**config.mk**
```make
export PLATFORM = sky130hd
export DESIGN_NAME = lsu_bus_bridge
export DESIGN_NICKNAME = d
export VERILOG_FILES = /design/src/rtl/lsu_pkg.sv /design/src/rtl/lsu_align.sv /design/src/rtl/lsu_bus_bridge.sv
export SDC_FILE = /design/constraint.sdc
export NUM_CORES = 1
export LEC_CHECK = 0
export CAP_MARGIN = 20
export CORE_UTILIZATION = 39
export DETAILED_ROUTE_END_ITERATION = 10
export PLACE_DENSITY = 0.76
export SYNTH_ARGS = -nofsm -noshare
export SYNTH_HDL_FRONTEND = slang
export SYNTH_SLANG_ARGS = --single-unit
```
**constraint.sdc**
```tcl
create_clock -name clk -period 2.75 [get_ports clk]
set_clock_uncertainty 0.15 [all_clocks]
set_input_delay 0.55 -clock clk [delete_from_list [all_inputs] [get_ports clk]]
set_output_delay 0.55 -clock clk [all_outputs]
set_load 0.02 [all_outputs]
```
**src/rtl/lsu_pkg.sv**
```systemverilog
// lsu_pkg: funct3 size/sign encodings and bridge FSM state encoding
package lsu_pkg;
  localparam logic [2:0] F3_B  = 3'b000;
  localparam logic [2:0] F3_H  = 3'b001;
  localparam logic [2:0] F3_W  = 3'b010;
  localparam logic [2:0] F3_BU = 3'b100;
  localparam logic [2:0] F3_HU = 3'b101;
  typedef enum logic [1:0] {S_IDLE, S_REQ, S_RESP, S_DONE} state_t;
endpackage

```
**src/rtl/lsu_align.sv**
```systemverilog
// lsu_align: byte-lane steering for stores, load extraction/extension, misalignment flag
module lsu_align import lsu_pkg::*; (
  input  logic [2:0]  funct3,
  input  logic [1:0]  off,
  input  logic [31:0] wdata,
  input  logic [31:0] rword,
  output logic [3:0]  be,
  output logic [31:0] wdata_lane,
  output logic [31:0] rdata_ext,
  output logic        misaligned
);
  logic is_b, is_h, sgn;
  logic [7:0] b8;
  logic [15:0] h16;
  always_comb begin
    is_b = funct3 == F3_B || funct3 == F3_BU;
    is_h = funct3 == F3_H || funct3 == F3_HU;
    sgn = funct3 == F3_B || funct3 == F3_H;
    b8 = rword[{off, 3'b000} +: 8];
    h16 = off[1] ? rword[31:16] : rword[15:0];
    be = is_b ? 4'b0001 << off : is_h ? (off[1] ? 4'b1100 : 4'b0011) : 4'b1111;
    wdata_lane = is_b ? {4{wdata[7:0]}} : is_h ? {2{wdata[15:0]}} : wdata;
    rdata_ext = is_b ? {{24{sgn & b8[7]}}, b8} : is_h ? {{16{sgn & h16[15]}}, h16} : rword;
    misaligned = (is_h && off[0]) || (funct3 == F3_W && off != 2'b00);
  end
endmodule

```
**src/rtl/lsu_bus_bridge.sv**
```systemverilog
// lsu_bus_bridge: load/store unit bridging the core datapath onto a valid/ready data bus with stall, timeout and fault
module lsu_bus_bridge import lsu_pkg::*; #(
  parameter int TIMEOUT = 16,
  parameter int CNT_W   = 5
) (
  input  logic        clk,
  input  logic        rst,
  input  logic        mem_req,
  input  logic        mem_we,
  input  logic [2:0]  funct3,
  input  logic [31:0] addr,
  input  logic [31:0] wdata,
  output logic [31:0] rdata,
  output logic        stall,
  output logic        fault,
  output logic        bus_valid,
  input  logic        bus_ready,
  output logic        bus_we,
  output logic [31:0] bus_addr,
  output logic [3:0]  bus_be,
  output logic [31:0] bus_wdata,
  input  logic        bus_rvalid,
  input  logic [31:0] bus_rdata
);
  state_t state, state_n;
  logic [CNT_W-1:0] cnt;
  logic [2:0] f3_q, f3_a;
  logic [1:0] off_q, off_a;
  logic to_q, mis, idle, busy, launch, rd_cap, fin, tout;
  logic [3:0] be_a;
  logic [31:0] wd_a, rd_a;
  assign idle = state == S_IDLE;
  assign busy = state == S_REQ || state == S_RESP;
  // after launch the aligner works from the captured size/offset, not the live inputs
  assign f3_a = idle ? funct3 : f3_q;
  assign off_a = idle ? addr[1:0] : off_q;
  lsu_align u_align (
    .funct3    (f3_a),
    .off       (off_a),
    .wdata     (wdata),
    .rword     (bus_rdata),
    .be        (be_a),
    .wdata_lane(wd_a),
    .rdata_ext (rd_a),
    .misaligned(mis)
  );
  always_comb begin
    launch = idle && mem_req && !mis;
    rd_cap = (state == S_REQ && bus_ready && !bus_we && bus_rvalid) || (state == S_RESP && bus_rvalid);
    fin = rd_cap || (state == S_REQ && bus_ready && bus_we);
    tout = busy && cnt == CNT_W'(TIMEOUT - 1) && !fin;
    state_n = idle ? (launch ? S_REQ : S_IDLE)
            : state == S_DONE ? S_IDLE
            : (fin || tout) ? S_DONE
            : (state == S_REQ && bus_ready) ? S_RESP : state;
    stall = mem_req && !mis && state != S_DONE;
    fault = !rst && ((idle && mem_req && mis) || (state == S_DONE && to_q));
  end
  always_ff @(posedge clk) begin
    if (rst) begin
      state <= S_IDLE;
      cnt <= '0;
      to_q <= 1'b0;
      f3_q <= '0;
      off_q <= '0;
      bus_valid <= 1'b0;
      bus_we <= 1'b0;
      bus_addr <= '0;
      bus_be <= '0;
      bus_wdata <= '0;
      rdata <= '0;
    end else begin
      state <= state_n;
      to_q <= tout;
      if (launch) begin
        bus_valid <= 1'b1;
        bus_we <= mem_we;
        bus_addr <= {addr[31:2], 2'b00};
        bus_be <= be_a;
        bus_wdata <= wd_a;
        f3_q <= funct3;
        off_q <= addr[1:0];
        cnt <= '0;
        rdata <= '0;
      end else if (busy) begin
        cnt <= cnt + 1'b1;
      end
      if (state == S_REQ && (bus_ready || tout))
        bus_valid <= 1'b0;
      if (rd_cap)
        rdata <= rd_a;
      else if (tout)
        rdata <= '0;
    end
  end
endmodule

```
==> summary.md, run 1 <==
| Metric | Value |
|---|---|
| Wirelength, routed | 17,300 um |
| H-tree levels | 4 |
| RSZ-0062 raised after global routing | true |
| Clk Latency, worst-skew pair | 410 ps |
| CTS clk-pin slew, worst paths | 50 ps |
| Cells after synthesis | 603 |
| Hold depth | 2 |
| Ratio of cells with drive above 1 in the final layout | 14.6% |
| Yosys cell types | 53 |
| Final Slew Violations | 0 |
| Global-route wire length before repair | 25,900 um |
| Die X | 117 um |
| Critical path type | reg -> out |
| CTS Hold Buffers Added | 0 |
| Post-synthesis register bit count | 113 |
| Clk pwr share | 25.3% |
| Ys async rst share | 0% |
| Core area | 12,800 um2 |
| PwrDens | 1090 nW/um2 |
| Most used cells in the layout excluding fill and tap cells | clkdlybuf4s50_1, nand2_1, dfxtp_1 |
| Post-synth EDFFs | 0 |
| Final setup margin | -166 ps |
| Num CTS Buffers | 17 |
| Placed cell areas | 7620 um2 |
| Maximum single-stage delay on the critical path | 380 ps |
| CTS tree | done |
| Worst R2R Path Depth | 12 |
| Startpoint types | flop |
| Worst flop-to-flop path endpoint | rdata[29] |
| Fin. Hold Viols | 0 |
| Vias in the first global route | 5,318 |
| Placer Congestion | 0.896 |
| Seq pwr share | 25.2% |
| Cell Area, Synth | 5150 um2 |
| Row Count | 41 |
| Data arrival time of the worst path | 2220 ps |
| Synthesis-to-layout area growth | 62.8% |
| DR iter-0 viols | 275 |
| CTS sink cnt | 113 |
| VDD IR max | 447 uV |
| Least-Margin Pin Slew | 555 ps |
| Root buf cell | clkbuf_16 |
| CP Cell Sequence | inv_2 -> ha_4 -> mux2_4 -> a2111oi_4 -> a21o_1 -> a32oi_1 -> nor2_1 -> buf_4 |
| Final Setup Violations | 2 |
| Syn_area_per_cell | 8.55 um2 |
| Register area share after synthesis | 43.9% |
| Status | finished, violations left |
| Io pins | 209 |
| Slowest library cell on the worst path | a2111oi_4 |
| Ys flop type | dfxtp_1 |
| Final Cycle Share | 106% |
| Largest net degree at the start of global routing | 44 |
| Pre-antenna DRT Iters | 5 |
| Clk buf depth | 2 |
| Lkg Pwr | 3.25 nW |
| Dpl hpwl | 12,400 um |
| Hold_ws | 302 ps |
| Vias per inst | 5.36 |
| Hold Path Origin | bus_wdata[0] |
| Worst r2r src | state[1] |
| Max-slew headroom | 63.0% |
| Internal power | 5.67 mW |
| Wirelength per Cell | 16.9 um |
| ANT nets after route | 0 |
| Post-layout util | 65.7% |
| Most common cell after layout, fill and taps aside | clkdlybuf4s50_1 |
| CP required | 2050 ps |
| Grt ovf | 0 |
| Final nets | 953 |
| Starting Density | 40.3% |
| Total track usage | 25.0% |
| Port Buffers | 206 |
| P_sw | 3.50 mW |
| Synth warn | 0 |
| F_max | 343 MHz |
| Fin crit period | 2920 ps |
| Failing checks | setup timing |
| Die H | 117 um |
| Worst Hold End | bus_wdata[0] |
| Final Instance Area | 8390 um2 |
| Crit end category | output pin |
| Initial antenna violation count | 0 |
| Worst-path fanout max | 5 |
| Ant. Diodes | 0 |
| Sw Ratio | 38.2% |
| Reg2Reg Setup Slack | 40 ps |
| Remaining DRCs | 0 |
| Via count | 5,507 |
| Maxcap violations | 0 |
| Logic pwr share | 49.5% |
| Hold Crit Class | reg -> reg |
| Die area | 13,700 um2 |
==> cell type report <==
class / count / area (um2)
Clock buffer: 19 / 443
Clock inverter: 13 / 185
Fill cell: 997 / 4380
Inverter: 4 / 15.0
Multi-Input combinational cell: 439 / 2670
Sequential cell: 113 / 2260
Tap cell: 172 / 215
Timing Repair Buffer: 267 / 2600
==> kinds of logic after synthesis <==
logic type | count (synthesis) | synth area share, %
AOI/OAI and AO/OA | 175 | 23.5
xor gates and xnor gates | 3 | 0.510
adders and majority gates | 6 | 1.46
buffers and inverters | 52 | 5.29
DFF | 113 | 43.9
muxes | 38 | 7.89
other | 1 | 0.0728
and+or+nand+nor | 215 | 17.4
==> power groups by stage <==
stage	clock network (mW)	logic [mW]	registers, mW
6_report	2.32	4.54	2.31
5_1_grt	2.44	4.88	2.36
4_1_cts	2.36	4.42	2.31
3_5_place_dp	0	4.28	2.34
3_3_place_gp	0	4.19	2.31
2_1_floorplan	0	2.06	2.76
==> flip-flops by register name, summed over array words and instances (netlist names), 2 cells and up <==
register / flops
bus_addr: 30
bus_be: 4
bus_wdata: 32
cnt: 5
f3_q: 3
off_q: 2
rdata: 32
state: 2
==> worst max-delay path: cells and delay by family, from the launching register on <==
kind                     cells  cell delay, ps
AO/OA/AOI/OAI                3             660
multiplexers                 1             340
flip-flops                   1             320
buffers and inverters        2             220
adder cells (fa/ha/maj)      1             170
AND/OR/NAND/NOR              1              90
==> cell usage after synthesis, drive strengths merged (2+ instances only) <==
cell	n	area, um2
nor3	11	55.1
a211oi	2	27.5
clkbuf	18	67.6
a311oi	25	219
inv	4	15.0
o211ai	2	20.0
o21ai	16	80.1
a21oi	74	370
nor3b	2	15.0
a21o	2	15.0
o2bb2ai	25	219
nand3b	3	22.5
ha	6	75.1
a22o	7	61.3
xor2	2	17.5
buf	30	190
a2111oi	5	68.8
nand2	148	556
a22oi	8	60.1
nand4	2	12.5
dfxtp	113	2260
nand3	3	15.0
mux2	12	139
nor2	38	143
mux2i	26	268
==> worst max path at each step <==
stage,slack [ps],endpoint,depth (start not counted),from
2_1_floorplan,-80,fault,9,state[0]
3_3_place_gp,-560,fault,7,funct3[0]
3_5_place_dp,-550,stall,7,funct3[0]
4_1_cts,-140,fault,9,state[0]
5_1_grt,-240,fault,9,state[1]
6_report,-170,fault,8,state[1]
==> repair_timing <==
action                                  in CTS  in global routing
setup buffers                                4                 10
endpoints found under the setup margin      96                 38
pin swaps                                    6                  4
resized for setup                           23                  0
==> routing by layer <==
layer  wire length [um]  track usage (%)
met1               6980             28.1
met2               8280             42.6
met3               1650             8.34
met4                408             12.2
met5                  0                0
==> stage by stage <==
| stage | std cells | worst slack [ps] | total power [mW] | setup TNS [ps] |
|---|---|---|---|---|
| 4_1_cts | 1017 | -139 | 9.10 | -246 |
| 5_1_grt | 1027 | -236 | 9.68 | -570 |
| 6_report | 1027 | -166 | 9.17 | -277 |
| 3_5_place_dp | 981 | -554 | 6.61 | -32790 |
| 2_1_floorplan | 604 | -77.5 | 4.82 | -77.5 |
| 3_3_place_gp | 981 | -556 | 6.50 | -28930 |
No activity file was read; power rests on OpenSTA's default activity.
==> run 2: changes to the inputs <==
Settings changed: CELL_PAD_IN_SITES_DETAIL_PLACEMENT from default to 1, CELL_PAD_IN_SITES_GLOBAL_PLACEMENT from default to 2, CORE_UTILIZATION 39 to 22, PLACE_DENSITY 0.76 to default, PLACE_DENSITY_LB_ADDON from default to 0.1.
==> run 2 against run 1 <==
Compared with the run above: critical endpoint is now stall; via count is 0.85% lower; the flow still finishes with violations (setup timing); critical path depth is 1 higher; cell area is 3.7% higher; sequential power is essentially flat; combinational power is 9.3% higher; highest routed layer unchanged; non-clock buffer count is 5 higher.
==> summary.md, run 2 (synthesis results as in run 1) <==
| Metric | Value |
|---|---|
| Largest net degree at the start of global routing | 80 |
| Core area | 22,800 um2 |
| CP required | 2050 ps |
| Die X | 155 um |
| RSZ-0062 raised after global routing | true |
| VDD IR max | 527 uV |
| Global-route wire length before repair | 32,500 um |
| Clk buf depth | 2 |
| Die H | 155 um |
| Critical path type | reg -> out |
| CTS clk-pin slew, worst paths | 50 ps |
| Post-Layout Cell Count | 1,173 |
| H-tree levels | 4 |
| Placed instance count | 1,130 |
| Top Registers | bus_wdata (32), rdata (32), bus_addr (30) |
| Pre-antenna DRT Iters | 4 |
| Final Cycle Share | 108% |
| Placer Congestion | 0.766 |
| Lkg Pwr | 3.30 nW |
| Port Buffers | 206 |
| Final Slew Violations | 0 |
| Failing checks | setup timing |
| Root buf cell | clkbuf_16 |
| Most common cell after layout, fill and taps aside | clkdlybuf4s50_1 |
| Remaining DRCs | 0 |
| F_max | 336 MHz |
| DR iter-0 viols | 179 |
| CTS Hold Buffers Added | 0 |
| Vias in the first global route | 5,793 |
| Final setup margin | -225 ps |
| Crit end category | output pin |
| Grt ovf | 0 |
| Final Setup Violations | 11 |
| Sum Neg Setup Slack | -631 ps |
| Hold_ws | 299 ps |
| Via count | 5,460 |
| Wirelength per Cell | 18.1 um |
| Startpoint types | flop |
| Wirelength, routed | 21,200 um |
| Total track usage | 17.6% |
| Starting Density | 22.6% |
| Synthesis-to-layout area growth | 68.9% |
| Num CTS Buffers | 17 |
| Worst Path Buf+Inv | 4 |
| CTS sink cnt | 113 |
| CTS tree | done |
| Hold Crit Class | in -> reg |
| Data arrival time of the worst path | 2280 ps |
| Io pins | 209 |
| Final nets | 958 |
| Least-Margin Pin Slew | 924 ps |
| Most used cells in the layout excluding fill and tap cells | clkdlybuf4s50_1, nand2_1, dfxtp_1 |
| Max-slew headroom | 38.4% |
| Worst-path fanout max | 5 |
| ANT nets after route | 0 |
| Maximum single-stage delay on the critical path | 340 ps |
| Die area | 24,000 um2 |
| CP delay by family, top | buffers and inverters |
| Total power | 9.41 mW |
| Slowest library cell on the worst path | mux2_4 |
| Row Count | 55 |
| Ratio of cells with drive above 1 in the final layout | 15.9% |
| Clk Latency, worst-skew pair | 410 ps |
| Ant. Diodes | 0 |
| Status | finished, violations left |
| Cell mode on critical path | buf_4 |
| Dpl hpwl | 15,300 um |
| Maxcap violations | 0 |
| Fin. Hold Viols | 0 |
| CP Cell Sequence | inv_2 -> ha_4 -> mux2_4 -> buf_6 -> and2_4 -> a21o_1 -> buf_4 -> nor3b_2 -> buf_4 |
| PwrDens | 1080 nW/um2 |
| Vias per inst | 4.65 |
| Initial antenna violation count | 1 |
| Fin crit period | 2980 ps |
-- run 2: changes by cell type in the layout (fill, tap and decap cells not counted), moves of 2 or more --
cell       before  now
buf_12          6   13
buf_4          53   47
bufinv_16       4    1
inv_6           1    4
a2111oi_0       3    1
a311oi_1       25   23
a311oi_2        0    2
clkbuf_16      17   19
-- run 2: layout make-up --
| cell class | count | area (um2) |
|---|---|---|
| fillers | 2603 | 14100 |
| repair buffers | 272 | 2770 |
| multi-input cells | 439 | 2700 |
| flip-flops and latches | 113 | 2260 |
| clock buffers | 18 | 439 |
| well taps | 313 | 392 |
| clock inverters | 14 | 130 |
| inverters | 4 | 15.0 |
-- run 2: worst register-to-register path, stage by stage, from the launching register on --
cell      delay [ps]
dfxtp_2          330
inv_2             80
ha_4             180
buf_4            170
mux2i_4          290
and2_4           190
buf_4            220
a211oi_4         110
buf_6            140
nor4_4           340
buf_12           190
buf_2            200
a22o_1           160
-- run 2: per-layer routing --
metal  track usage (%)  routed length [um]  vias up
met5                 0                   0        -
met4              5.37                 254        0
met3              5.10                1340       18
met2              29.9               10300      152
met1              21.4                9310     2655
li1                  -                   -     2635
-- run 2: final timing paths --
check                    from          end  slack [ps]  depth (start not counted)
setup reg to reg     state[0]     rdata[8]         -30                         12
hold / removal            rst      f3_q[2]         300                          2
setup / recovery     state[0]        stall        -230                          9
hold reg to reg   bus_addr[8]  bus_addr[8]         310                          2
-- run 2: timing repair --
| action | in CTS | in global routing |
|---|---|---|
| pin swaps | 7 | 7 |
| gates resized for setup | 20 | 11 |
| gates cloned | 0 | 2 |
| setup endpoints to repair | 81 | 29 |
| buffers inserted | 2 | 8 |
-- run 2: power breakdown --
part	internal [mW]	total [mW]	switching (mW)
Sequential	2.06	2.30	0.237
Clock	1.28	2.14	0.867
Combinational	2.29	4.96	2.67
Total	5.63	9.41	3.77
-- run 2: metrics by stage --
stage	area, um2	util (%)	setup slack (ps)
after global placement	7920	34.8	-633
final	8700	38.2	-225
after floorplan	5170	-	-77.5
after detailed placement	7920	34.8	-651
after global routing	8700	38.2	-370
after CTS	8530	37.4	-237
